$ cat src/rtl/bbox_pkg.sv
// Types and ratio constants shared by the bounding-box stage and the shape classifier.
package bbox_pkg;

    typedef enum logic [1:0] {
        SHAPE_NONE     = 2'd0,
        SHAPE_SQUARE   = 2'd1,
        SHAPE_CIRCLE   = 2'd2,
        SHAPE_TRIANGLE = 2'd3
    } shape_e;

    typedef enum logic [2:0] {
        ST_IDLE     = 3'd0,
        ST_SCAN     = 3'd1,
        ST_DRAIN    = 3'd2,
        ST_CLASSIFY = 3'd3,
        ST_DONE     = 3'd4
    } state_e;

    localparam logic [18:0] RATIO_SCALE  = 19'd16;
    localparam logic [18:0] RATIO_SQUARE = 19'd14;
    localparam logic [18:0] RATIO_CIRCLE = 19'd10;

    // Fill ratio fg/area against 14/16 and 10/16; an empty box has no shape.
    function automatic shape_e classify_shape(input logic [14:0] fg, input logic [14:0] area);
        logic [18:0] fg_scaled;
        logic [18:0] area_w;
        shape_e      result;
        fg_scaled = {4'd0, fg} * RATIO_SCALE;
        area_w    = {4'd0, area};
        if (area == 15'd0) begin
            result = SHAPE_NONE;
        end else if (fg_scaled >= area_w * RATIO_SQUARE) begin
            result = SHAPE_SQUARE;
        end else if (fg_scaled >= area_w * RATIO_CIRCLE) begin
            result = SHAPE_CIRCLE;
        end else begin
            result = SHAPE_TRIANGLE;
        end
        return result;
    endfunction

endpackage

$ cat src/rtl/bbox_raster_counter.sv
// Raster walker over a bounding box: x fastest, exposes the next coordinate and a last flag.
module bbox_raster_counter (
    input  logic       clk,
    input  logic       rst_n,
    input  logic       load,
    input  logic       advance,
    input  logic [6:0] load_x,
    input  logic [6:0] load_y,
    input  logic [6:0] x_min,
    input  logic [6:0] x_max,
    input  logic [6:0] y_max,
    output logic [6:0] x_next,
    output logic [6:0] y_next,
    output logic       last
);

    logic [6:0] x_r;
    logic [6:0] y_r;

    assign last = (x_r == x_max) && (y_r == y_max);

    // Successor coordinate: wrap to the row start when the right edge is reached.
    always_comb begin
        x_next = x_r;
        y_next = y_r;
        if (x_r == x_max) begin
            x_next = x_min;
            y_next = y_r + 7'd1;
        end else begin
            x_next = x_r + 7'd1;
            y_next = y_r;
        end
    end

    // Coordinate register; holds at the final pixel.
    always_ff @(posedge clk or negedge rst_n) begin
        if (!rst_n) begin
            x_r <= 7'd0;
            y_r <= 7'd0;
        end else if (load) begin
            x_r <= load_x;
            y_r <= load_y;
        end else if (advance && !last) begin
            x_r <= x_next;
            y_r <= y_next;
        end else begin
            x_r <= x_r;
            y_r <= y_r;
        end
    end

endmodule

$ cat src/rtl/bbox_shape_classifier.sv
// Scans a bounding box of the image RAM, counts dark pixels and classifies the fill ratio.
module bbox_shape_classifier
    import bbox_pkg::*;
#(
    parameter int         IMG_W     = 128,
    parameter int         IMG_H     = 128,
    parameter logic [7:0] THRESHOLD = 8'd128
) (
    input  logic        CLOCK_50,
    input  logic        rst_n,
    input  logic        start,
    input  logic [6:0]  xMin,
    input  logic [6:0]  yMin,
    input  logic [6:0]  xMax,
    input  logic [6:0]  yMax,
    output logic [13:0] ram_addr,
    input  logic [7:0]  ram_q,
    output logic        busy,
    output logic        done,
    output logic [14:0] fg_count,
    output logic [1:0]  shape,
    output logic [14:0] area
);

    localparam logic [13:0] ROW_STRIDE = 14'(IMG_W);

    function automatic logic [13:0] pix_addr(input logic [6:0] px, input logic [6:0] py);
        return ({7'd0, py} * ROW_STRIDE) + {7'd0, px};
    endfunction

    state_e      state_r;
    state_e      state_next_s;
    shape_e      shape_r;
    logic [6:0]  x_min_r, x_max_r, y_max_r;
    logic [6:0]  x_next_s, y_next_s;
    logic        last_s, accept_s, box_valid_s, rd_valid_r, dark_s;
    logic [7:0]  box_w_s, box_h_s;
    logic [14:0] area_s, area_r, fg_count_r;
    logic [13:0] ram_addr_r;
    logic        busy_r, done_r;

    assign accept_s = start && ((state_r == ST_IDLE) || (state_r == ST_DONE));
    assign dark_s   = rd_valid_r && (ram_q < THRESHOLD);

    // Box geometry; boxes that are inverted or outside the image are empty.
    always_comb begin
        box_w_s     = {1'b0, xMax} - {1'b0, xMin} + 8'd1;
        box_h_s     = {1'b0, yMax} - {1'b0, yMin} + 8'd1;
        box_valid_s = (xMax >= xMin) && (yMax >= yMin)
                      && (int'(xMax) < IMG_W) && (int'(yMax) < IMG_H);
        if (box_valid_s) begin
            area_s = {7'd0, box_w_s} * {7'd0, box_h_s};
        end else begin
            area_s = 15'd0;
        end
    end

    bbox_raster_counter u_raster (
        .clk     (CLOCK_50),
        .rst_n   (rst_n),
        .load    (accept_s),
        .advance (state_r == ST_SCAN),
        .load_x  (xMin),
        .load_y  (yMin),
        .x_min   (x_min_r),
        .x_max   (x_max_r),
        .y_max   (y_max_r),
        .x_next  (x_next_s),
        .y_next  (y_next_s),
        .last    (last_s)
    );

    // State register.
    always_ff @(posedge CLOCK_50 or negedge rst_n) begin
        if (!rst_n) begin
            state_r <= ST_IDLE;
        end else begin
            state_r <= state_next_s;
        end
    end

    // Next-state logic; start is only honoured while idle or holding a result.
    always_comb begin
        state_next_s = state_r;
        case (state_r)
            ST_IDLE, ST_DONE: begin
                if (start) begin
                    if (box_valid_s) begin
                        state_next_s = ST_SCAN;
                    end else begin
                        state_next_s = ST_CLASSIFY;
                    end
                end else begin
                    state_next_s = state_r;
                end
            end
            ST_SCAN: begin
                if (last_s) begin
                    state_next_s = ST_DRAIN;
                end else begin
                    state_next_s = ST_SCAN;
                end
            end
            ST_DRAIN:    state_next_s = ST_CLASSIFY;
            ST_CLASSIFY: state_next_s = ST_DONE;
            default:     state_next_s = ST_IDLE;
        endcase
    end

    // Datapath: address issue, one-cycle-delayed sample counting, result registers.
    always_ff @(posedge CLOCK_50 or negedge rst_n) begin
        if (!rst_n) begin
            x_min_r    <= 7'd0;
            x_max_r    <= 7'd0;
            y_max_r    <= 7'd0;
            area_r     <= 15'd0;
            fg_count_r <= 15'd0;
            shape_r    <= SHAPE_NONE;
            ram_addr_r <= 14'd0;
            rd_valid_r <= 1'b0;
            busy_r     <= 1'b0;
            done_r     <= 1'b0;
        end else begin
            rd_valid_r <= (state_r == ST_SCAN);
            case (state_r)
                ST_IDLE, ST_DONE: begin
                    if (start) begin
                        x_min_r    <= xMin;
                        x_max_r    <= xMax;
                        y_max_r    <= yMax;
                        area_r     <= area_s;
                        fg_count_r <= 15'd0;
                        shape_r    <= SHAPE_NONE;
                        busy_r     <= 1'b1;
                        done_r     <= 1'b0;
                        ram_addr_r <= box_valid_s ? pix_addr(xMin, yMin) : 14'd0;
                    end else begin
                        ram_addr_r <= 14'd0;
                    end
                end
                ST_SCAN: begin
                    ram_addr_r <= last_s ? 14'd0 : pix_addr(x_next_s, y_next_s);
                    if (dark_s) begin
                        fg_count_r <= fg_count_r + 15'd1;
                    end else begin
                        fg_count_r <= fg_count_r;
                    end
                end
                ST_DRAIN: begin
                    ram_addr_r <= 14'd0;
                    if (dark_s) begin
                        fg_count_r <= fg_count_r + 15'd1;
                    end else begin
                        fg_count_r <= fg_count_r;
                    end
                end
                ST_CLASSIFY: begin
                    ram_addr_r <= 14'd0;
                    shape_r    <= classify_shape(fg_count_r, area_r);
                    busy_r     <= 1'b0;
                    done_r     <= 1'b1;
                end
                default: begin
                    ram_addr_r <= 14'd0;
                end
            endcase
        end
    end

    assign ram_addr = ram_addr_r;
    assign busy     = busy_r;
    assign done     = done_r;
    assign fg_count = fg_count_r;
    assign area     = area_r;
    assign shape    = shape_r;

endmodule

$ cat config.mk
export PLATFORM = sky130hd
export DESIGN_NAME = bbox_shape_classifier
export DESIGN_NICKNAME = d
export VERILOG_FILES = /design/src/rtl/bbox_pkg.sv /design/src/rtl/bbox_raster_counter.sv /design/src/rtl/bbox_shape_classifier.sv
export SDC_FILE = /design/constraint.sdc
export NUM_CORES = 1
export LEC_CHECK = 0
export ABC_AREA = 1
export BUFFER_PORTS_ARGS = -buffer_cell sky130_fd_sc_hd__buf_4
export CORE_AREA = 3 3 233 178
export CTS_BUF_LIST = sky130_fd_sc_hd__clkbuf_4 sky130_fd_sc_hd__clkbuf_8
export CTS_CLUSTER_SIZE = 25
export DETAILED_ROUTE_END_ITERATION = 7
export DIE_AREA = 0 0 236 181
export PLACE_DENSITY = 0.42
export REMOVE_ABC_BUFFERS = 1
export SYNTH_ARGS = -nofsm -noshare
export SYNTH_HDL_FRONTEND = slang
export SYNTH_SLANG_ARGS = --single-unit
$ cat constraint.sdc
create_clock -name CLOCK_50 -period 9.92 [get_ports CLOCK_50]
set_clock_uncertainty 0.1 [all_clocks]
set_input_delay 0 -clock CLOCK_50 [delete_from_list [all_inputs] [get_ports CLOCK_50]]
set_output_delay 0 -clock CLOCK_50 [all_outputs]
set_load 0.05 [all_outputs]
==> results of run 1 <==
[logic make-up after synthesis]
family,Yosys count
compound gates,166
xor+xnor,66
fa+ha+maj,203
buf+inv,245
flops,87
simple gates,499
[stage by stage]
step,cells,hold WS [ps],setup WS (ps)
3_5_place_dp,1851,-63.5,4250
2_1_floorplan,1249,-396,4850
3_3_place_gp,1851,-59.8,4250
6_report,1897,39.9,4070
5_1_grt,1897,64.4,3590
4_1_cts,1897,38.6,4110
[power by group]
part	internal [uW]	leakage [uW]	switching, uW
logic	1130	0.00489	1930
clock network	128	0.000105	152
registers	487	0.00113	158
[sequential cells by signal, indices dropped and copies added, names as in the netlist]
signal and cells:
busy 1, shape 2, rd_valid_r 1, u_raster.x_r 7
state_r 3, area 15, fg_count 15, y_max_r 7
ram_addr 14, u_raster.y_r 7, x_min_r 7, done 1
x_max_r 7
[Yosys cell counts (all sizes together)]
cell     count
a31oi        3
xor2        44
a211oi       1
buf         10
o21bai       4
a21o         7
or2          2
o211ai       3
and2         2
a31o         2
o21ai       65
nor3b        1
nor3        26
fa          56
a41oi        1
a221oi       1
and3         1
xnor2       22
nand3b       5
o21a         1
o31a         1
nand4       21
nor2        74
ha         147
a21oi       60
clkbuf       7
nand3       86
nor4         2
dfrtp       87
nand2      279
o31ai        8
o2111ai      2
o22ai        7
inv        228
[per-layer routing]
metal / global-route usage, % / routed length, um / vias to the layer above
met3: 1.40 / 790 / 16
met4: 2.36 / 251 / 0
met2: 18.7 / 11100 / 125
met1: 21.0 / 15300 / 3965
li1: - / - / 4296
met5: 0 / 0 / -
[worst max path at each step]
| stage | depth (start not counted) | endpoint | slack (ps) | startpoint |
|---|---|---|---|---|
| floorplan | 25 | area[9]$_DFFE_PN0P_ | 4850 | xMin[1] |
| global placement | 29 | area[12]$_DFFE_PN0P_ | 4250 | xMin[1] |
| detailed placement | 27 | area[13]$_DFFE_PN0P_ | 4250 | xMin[1] |
| CTS | 28 | area[13]$_DFFE_PN0P_ | 4110 | xMin[1] |
| global route | 30 | area[12]$_DFFE_PN0P_ | 3590 | xMin[1] |
| finish | 28 | area[13]$_DFFE_PN0P_ | 4070 | xMin[1] |
[cell type report]
type	instances	area share (%)
clock buffer	10	1.20
clock inverter	6	0.654
inverter	228	7.50
multi-input combinational	934	58.0
sequential	87	19.0
tap	520	5.67
timing repair buffer	112	7.98
[worst reg2reg max path, cell delays in order (launching register included)]
cell and delay (ps):
sky130_fd_sc_hd__dfrtp_1 610, sky130_fd_sc_hd__fa_1 480, sky130_fd_sc_hd__ha_1 370, sky130_fd_sc_hd__nand2_1 90
sky130_fd_sc_hd__nand3_1 160, sky130_fd_sc_hd__nand2_1 120, sky130_fd_sc_hd__nand3_1 190, sky130_fd_sc_hd__a21oi_1 300
sky130_fd_sc_hd__o21bai_1 110, sky130_fd_sc_hd__xor2_1 350, sky130_fd_sc_hd__ha_1 330, sky130_fd_sc_hd__a21oi_1 120
sky130_fd_sc_hd__o21ai_0 100, sky130_fd_sc_hd__a21oi_1 150, sky130_fd_sc_hd__nand2_1 70, sky130_fd_sc_hd__nor2_1 220
sky130_fd_sc_hd__nand2_1 110, sky130_fd_sc_hd__nand2_1 70, sky130_fd_sc_hd__nand2_1 40
==> metrics.txt, run 1 <==
# TYPE chip_impl_metric gauge
chip_impl_info{name="status",value="finished, final reports clean"} 1
chip_impl_metric{name="muxShareOfSynthArea",unit="%"} 0
chip_impl_metric{name="effective_utilization_at_floorplan",unit="%"} 24.9
chip_impl_metric{name="cts_post_setup_buffers_inserted",unit=""} 0
chip_impl_metric{name="drive_gt1_share",unit="%"} 9.22
chip_impl_metric{name="cts_num_sinks",unit=""} 87
chip_impl_metric{name="reg2reg_depth",unit=""} 18
chip_impl_metric{name="nets",unit=""} 1614
chip_impl_metric{name="delay_of_the_slowest_cell_on_the_worst_path",unit="ps"} 550
chip_impl_metric{name="timing.max_cap.violations",unit=""} 0
chip_impl_metric{name="yosys.area_share.adder",unit="%"} 30.3
chip_impl_metric{name="final.setup.tns",unit="ps"} 0
chip_impl_metric{name="post_synth_instance_area",unit="um^2"} 9790
chip_impl_metric{name="dr_total_vias",unit=""} 8402
chip_impl_metric{name="p_per_area",unit="nW/um^2"} 347
chip_impl_metric{name="die_y",unit="um"} 181
chip_impl_info{name="worstReg2RegStart",value="area[2]$_DFFE_PN0P_"} 1
chip_impl_metric{name="timing.final.max_slew_violations",unit=""} 0
chip_impl_metric{name="filler_cell_count",unit=""} 4292
chip_impl_info{name="critical_path_s_top_delay_family",value="adder cells"} 1
chip_impl_metric{name="ys_ff_latch",unit=""} 87
chip_impl_metric{name="part_of_the_yosys_area_used_for_sequential_elements",unit="%"} 22.2
chip_impl_info{name="crit_type",value="in -> reg"} 1
chip_impl_metric{name="first_iter_violations",unit=""} 481
chip_impl_metric{name="crit_required",unit="ps"} 10080
chip_impl_metric{name="replace_congestion",unit=""} 0.851
chip_impl_metric{name="grt_pass1_wl",unit="um"} 45200
chip_impl_metric{name="worstPathMaxFanout",unit=""} 5
chip_impl_metric{name="cp.arrival",unit="ps"} 6010
chip_impl_metric{name="io_pins",unit=""} 87
chip_impl_metric{name="min_period_over_period",unit="%"} 59.0
chip_impl_info{name="cp_slowest_cell",value="sky130_fd_sc_hd__fa_1"} 1
chip_impl_metric{name="yosys.cell_types.count",unit=""} 47
chip_impl_metric{name="compound_cell_area_share_of_the_yosys_netlist",unit="%"} 9.54
chip_impl_info{name="most_common_cell_after_layout_fill_and_taps_aside",value="sky130_fd_sc_hd__nand2_1"} 1
chip_impl_info{name="synthTopCellsByArea",value="sky130_fd_sc_hd__dfrtp_1 22%, sky130_fd_sc_hd__ha_1 19%, sky130_fd_sc_hd__fa_1 11%"} 1
chip_impl_metric{name="placedInstanceArea",unit="um^2"} 11000
chip_impl_metric{name="timing_worst_slew_pin_value",unit="ps"} 814
chip_impl_metric{name="ff2ff_setup_slack",unit="ps"} 5730
chip_impl_metric{name="post_drt_via_cell_ratio",unit=""} 4.43
chip_impl_metric{name="cts_buffer_depth",unit=""} 2
chip_impl_metric{name="timing.critical_path.buf_inv",unit=""} 9
chip_impl_info{name="rsz_0062_raised_after_global_routing",value="no"} 1
chip_impl_metric{name="post_drt_wl_per_cell",unit="um"} 14.4
chip_impl_info{name="synth_top_family_by_area",value="adder cells"} 1
chip_impl_metric{name="detailedPlacementHpwl",unit="um"} 22100
chip_impl_metric{name="finalSetupViolations",unit=""} 0
chip_impl_metric{name="cts.hold.buffers_added",unit=""} 30
chip_impl_metric{name="die_area",unit="um^2"} 42700
chip_impl_metric{name="multiInputGateArea",unit="um^2"} 6660
chip_impl_metric{name="finish.utilization",unit="%"} 29.2
chip_impl_metric{name="antenna_violations_before_repair",unit=""} 0
chip_impl_info{name="start_kind",value="input port"} 1
chip_impl_metric{name="irDropWorstVdd",unit="V"} 0.000182
chip_impl_info{name="synth_top_cell_by_area",value="sky130_fd_sc_hd__dfrtp_1"} 1
chip_impl_metric{name="cts_htree_levels",unit=""} 3
chip_impl_metric{name="relSlewSlack",unit="%"} 45.7
chip_impl_metric{name="detail-route-antenna-nets",unit=""} 0
chip_impl_metric{name="global_route_overflow",unit=""} 0
chip_impl_info{name="cts_tree",value="built"} 1
chip_impl_info{name="hold_path.class",value="in -> async"} 1
chip_impl_metric{name="synthSimpleGateAreaFrac",unit="%"} 22.3
chip_impl_info{name="reg2reg_to",value="shape[0]$_DFFE_PN0P_"} 1
chip_impl_metric{name="cts_resized",unit=""} 0
chip_impl_metric{name="worstSkewPairLatency",unit="ps"} 390
chip_impl_metric{name="row_count",unit=""} 63
chip_impl_metric{name="grt_max_degree",unit=""} 49
chip_impl_metric{name="clkTransAtPathRegs",unit="ps"} 100
chip_impl_metric{name="antenna_diode_instance_count",unit=""} 0
chip_impl_metric{name="final_hold_viol_count",unit=""} 0
chip_impl_metric{name="drt_drc_violations_left",unit=""} 0
chip_impl_metric{name="syn-instance-count",unit=""} 1266
chip_impl_metric{name="ys_warn_count",unit=""} 0
chip_impl_metric{name="numPortBuffers",unit=""} 79
chip_impl_metric{name="area_delta_synth_final",unit="%"} 17.3
chip_impl_metric{name="groute.usage.overall",unit="%"} 13.1
chip_impl_metric{name="wirelength",unit="um"} 27400
chip_impl_metric{name="postSynthAreaPerCell",unit="um^2"} 7.73
chip_impl_metric{name="core-area",unit="um^2"} 39300
chip_impl_info{name="timing.critical_path.to_type",value="flop"} 1
chip_impl_metric{name="p_leak",unit="uW"} 0.00613
chip_impl_metric{name="cts_made_buffers",unit=""} 9
chip_impl_metric{name="maxClockFrequency",unit="GHz"} 0.171
chip_impl_metric{name="finish.instance_area",unit="um^2"} 11500
chip_impl_info{name="layout.cells.most_common_list",value="266 x sky130_fd_sc_hd__nand2_1, 222 x sky130_fd_sc_hd__inv_1, 147 x sky130_fd_sc_hd__ha_1"} 1
chip_impl_metric{name="seq_cell_area",unit="um^2"} 2180
chip_impl_metric{name="period_needed",unit="ps"} 5850
chip_impl_metric{name="synth_largest_type_area_fraction",unit="%"} 22.2
chip_impl_info{name="path_common_cell",value="sky130_fd_sc_hd__inv_1"} 1
chip_impl_metric{name="post_synth_xor_area_fraction",unit="%"} 5.91
chip_impl_metric{name="grt_pass1_vias",unit=""} 8155
chip_impl_info{name="cts_root_buf",value="sky130_fd_sc_hd__clkbuf_8"} 1
chip_impl_metric{name="dr.pass1.iters",unit=""} 5
chip_impl_metric{name="post-layout-total-power",unit="uW"} 3980
chip_impl_metric{name="die_width",unit="um"} 236
Note: power is estimated with default switching activity, not from simulation.
==> run 2, diff against run 1 <==
==> constraint.sdc (replaced) <==
create_clock -name CLOCK_50 -period 5.4 [get_ports CLOCK_50]
set_clock_uncertainty 0.1 [all_clocks]
set_input_delay 0 -clock CLOCK_50 [delete_from_list [all_inputs] [get_ports CLOCK_50]]
set_output_delay 0 -clock CLOCK_50 [all_outputs]
set_load 0.05 [all_outputs]
==> metrics.txt, run 2 (synthesized netlist as in run 1, its figures left out) <==
# TYPE chip_impl_metric gauge
chip_impl_info{name="reg2reg_to",value="shape[0]$_DFFE_PN0P_"} 1
chip_impl_metric{name="cts_made_buffers",unit=""} 9
chip_impl_metric{name="clkTransAtPathRegs",unit="ps"} 100
chip_impl_metric{name="ff2ff_setup_slack",unit="ps"} 1440
chip_impl_metric{name="replace_congestion",unit=""} 0.841
chip_impl_metric{name="worstSkewPairLatency",unit="ps"} 390
chip_impl_info{name="crit_type",value="in -> reg"} 1
chip_impl_metric{name="cp.arrival",unit="ps"} 5350
chip_impl_metric{name="period_needed",unit="ps"} 5180
chip_impl_metric{name="area_delta_synth_final",unit="%"} 20.9
chip_impl_metric{name="min_period_over_period",unit="%"} 95.9
chip_impl_metric{name="detailedPlacementHpwl",unit="um"} 22700
chip_impl_metric{name="core-area",unit="um^2"} 39300
chip_impl_info{name="worstReg2RegStart",value="area[3]$_DFFE_PN0P_"} 1
chip_impl_metric{name="finish.instance_area",unit="um^2"} 11800
chip_impl_metric{name="drt_drc_violations_left",unit=""} 0
chip_impl_metric{name="cts_num_sinks",unit=""} 87
chip_impl_metric{name="irDropWorstVdd",unit="V"} 0.000597
chip_impl_metric{name="first_iter_violations",unit=""} 529
chip_impl_metric{name="groute.usage.overall",unit="%"} 13.5
chip_impl_metric{name="grt_pass1_vias",unit=""} 8231
chip_impl_info{name="timing.critical_path.to_type",value="flop"} 1
chip_impl_metric{name="finalSetupViolations",unit=""} 0
chip_impl_metric{name="nets",unit=""} 1639
chip_impl_metric{name="row_count",unit=""} 63
chip_impl_metric{name="die_y",unit="um"} 181
chip_impl_info{name="hold_path.class",value="in -> async"} 1
chip_impl_metric{name="antenna_diode_instance_count",unit=""} 0
chip_impl_metric{name="timing.final.max_slew_violations",unit=""} 0
chip_impl_info{name="start_kind",value="input port"} 1
chip_impl_metric{name="effective_utilization_at_floorplan",unit="%"} 24.9
chip_impl_metric{name="numPortBuffers",unit=""} 79
chip_impl_info{name="most_common_cell_after_layout_fill_and_taps_aside",value="sky130_fd_sc_hd__nand2_1"} 1
chip_impl_info{name="status",value="finished, final reports clean"} 1
chip_impl_info{name="cts_tree",value="built"} 1
chip_impl_metric{name="fin_cells",unit=""} 1922
chip_impl_metric{name="p_per_area",unit="nW/um^2"} 670
chip_impl_metric{name="cts_htree_levels",unit=""} 3
chip_impl_metric{name="finish.utilization",unit="%"} 30.1
chip_impl_metric{name="timing_worst_slew_pin_value",unit="ps"} 793
chip_impl_metric{name="io_pins",unit=""} 87
chip_impl_metric{name="final_hold_viol_count",unit=""} 0
chip_impl_info{name="layout.cells.most_common_list",value="264 x sky130_fd_sc_hd__nand2_1, 216 x sky130_fd_sc_hd__inv_1, 139 x sky130_fd_sc_hd__ha_1"} 1
chip_impl_metric{name="wirelength",unit="um"} 28100
chip_impl_metric{name="relSlewSlack",unit="%"} 47.0
chip_impl_metric{name="global_route_overflow",unit=""} 0
chip_impl_info{name="cts_root_buf",value="sky130_fd_sc_hd__clkbuf_8"} 1
chip_impl_metric{name="worstPathMaxFanout",unit=""} 4
chip_impl_metric{name="post_drt_via_cell_ratio",unit=""} 4.43
chip_impl_info{name="rsz_0062_raised_after_global_routing",value="yes"} 1
chip_impl_metric{name="p_leak",unit="uW"} 0.00624
chip_impl_metric{name="crit_required",unit="ps"} 5570
chip_impl_metric{name="grt_max_degree",unit=""} 52
chip_impl_metric{name="die_width",unit="um"} 236
chip_impl_metric{name="antenna_violations_before_repair",unit=""} 0
chip_impl_metric{name="placedInstanceArea",unit="um^2"} 11100
chip_impl_metric{name="die_area",unit="um^2"} 42700
chip_impl_metric{name="drive_gt1_share",unit="%"} 13.6
chip_impl_metric{name="dr_total_vias",unit=""} 8507
chip_impl_metric{name="grt_pass1_wl",unit="um"} 46400
chip_impl_metric{name="post_drt_wl_per_cell",unit="um"} 14.6
chip_impl_metric{name="place.detailed.instances",unit=""} 1872
chip_impl_metric{name="timing.max_cap.violations",unit=""} 0
chip_impl_metric{name="maxClockFrequency",unit="GHz"} 0.193
chip_impl_metric{name="dr.pass1.iters",unit=""} 5
chip_impl_metric{name="reg2reg_depth",unit=""} 18
chip_impl_metric{name="detail-route-antenna-nets",unit=""} 0
chip_impl_metric{name="final.setup.tns",unit="ps"} 0
chip_impl_metric{name="cts_buffer_depth",unit=""} 2
==> run 2: cell types whose count changed in the layout (fill, tap and decap cells not counted), sizes merged <==
cell,before,now
bufinv,1,0
clkbuf,10,12
buf,82,107
clkinv,1,0
==> run 2: worst max-delay path, stage by stage <==
cell and delay (ps):
sky130_fd_sc_hd__dlygate4sd3_1 540, sky130_fd_sc_hd__buf_4 160, sky130_fd_sc_hd__fa_1 580, sky130_fd_sc_hd__inv_2 70, sky130_fd_sc_hd__nand2_1 50, sky130_fd_sc_hd__nand2_1 60, sky130_fd_sc_hd__a31o_2 250, sky130_fd_sc_hd__xor2_4 210
sky130_fd_sc_hd__inv_2 90, sky130_fd_sc_hd__nor2_1 120, sky130_fd_sc_hd__fa_1 460, sky130_fd_sc_hd__fa_1 520, sky130_fd_sc_hd__fa_1 540, sky130_fd_sc_hd__inv_1 50, sky130_fd_sc_hd__fa_1 520, sky130_fd_sc_hd__inv_1 60
sky130_fd_sc_hd__ha_4 280, sky130_fd_sc_hd__nand2_1 80, sky130_fd_sc_hd__nor3_2 240, sky130_fd_sc_hd__nand2_1 90, sky130_fd_sc_hd__nand3_2 90, sky130_fd_sc_hd__a21o_1 130, sky130_fd_sc_hd__nand2_1 50, sky130_fd_sc_hd__nand2_1 60
sky130_fd_sc_hd__o21ai_1 50
==> run 2: layout make-up <==
type | instances | area (um^2)
Timing Repair Buffer | 137 | 1100
Fill cell | 4265 | 27500
Tap cell | 520 | 651
Sequential cell | 87 | 2180
Inverter | 228 | 861
Clock inverter | 4 | 36.3
Clock buffer | 12 | 159
Multi-Input combinational cell | 934 | 6850
==> run 2: per-stage QoR <==
stage / hold WS, ps / total power, uW / setup slack [ps]
5_1_grt: 51.3 / 8990 / -48.2
2_1_floorplan: -396 / 5400 / 328
6_report: 25.0 / 7930 / 219
3_3_place_gp: -84.7 / 7150 / 40.0
4_1_cts: 12.8 / 7650 / 2.99
3_5_place_dp: -83.1 / 7080 / -19.3
==> run 2: what timing repair did <==
action	4_1_cts	5_1_grt
hold buffers	30	0
hold endpoints to repair	87	0
setup endpoints to repair	0	6
gates resized for setup	0	46
buffers inserted	0	4
==> run 2: layer usage <==
layer	GRT usage [%]	wire [um]	vias to the layer above
li1	-	-	4349
met1	21.5	15500	4010
met2	19.2	11400	137
met3	1.71	1080	11
met4	2.31	223	0
met5	0	0	-
==> run 2: worst max path at each step <==
stage | endpoint | start | slack (ps) | cells past startpoint
2_1_floorplan | area[9]$_DFFE_PN0P_ | xMin[1] | 330 | 25
3_3_place_gp | area[12]$_DFFE_PN0P_ | yMin[3] | 40 | 27
3_5_place_dp | area[12]$_DFFE_PN0P_ | yMin[3] | -20 | 27
4_1_cts | area[12]$_DFFE_PN0P_ | yMin[4] | 3 | 25
5_1_grt | area[14]$_DFFE_PN0P_ | xMin[0] | -50 | 32
6_report | area[12]$_DFFE_PN0P_ | yMin[4] | 220 | 25
==> run 2: where the power goes <==
| group | internal [uW] | switching, uW | total (uW) |
|---|---|---|---|
| Clock | 205 | 279 | 484 |
| Sequential | 895 | 289 | 1180 |
| Combinational | 2500 | 3760 | 6270 |
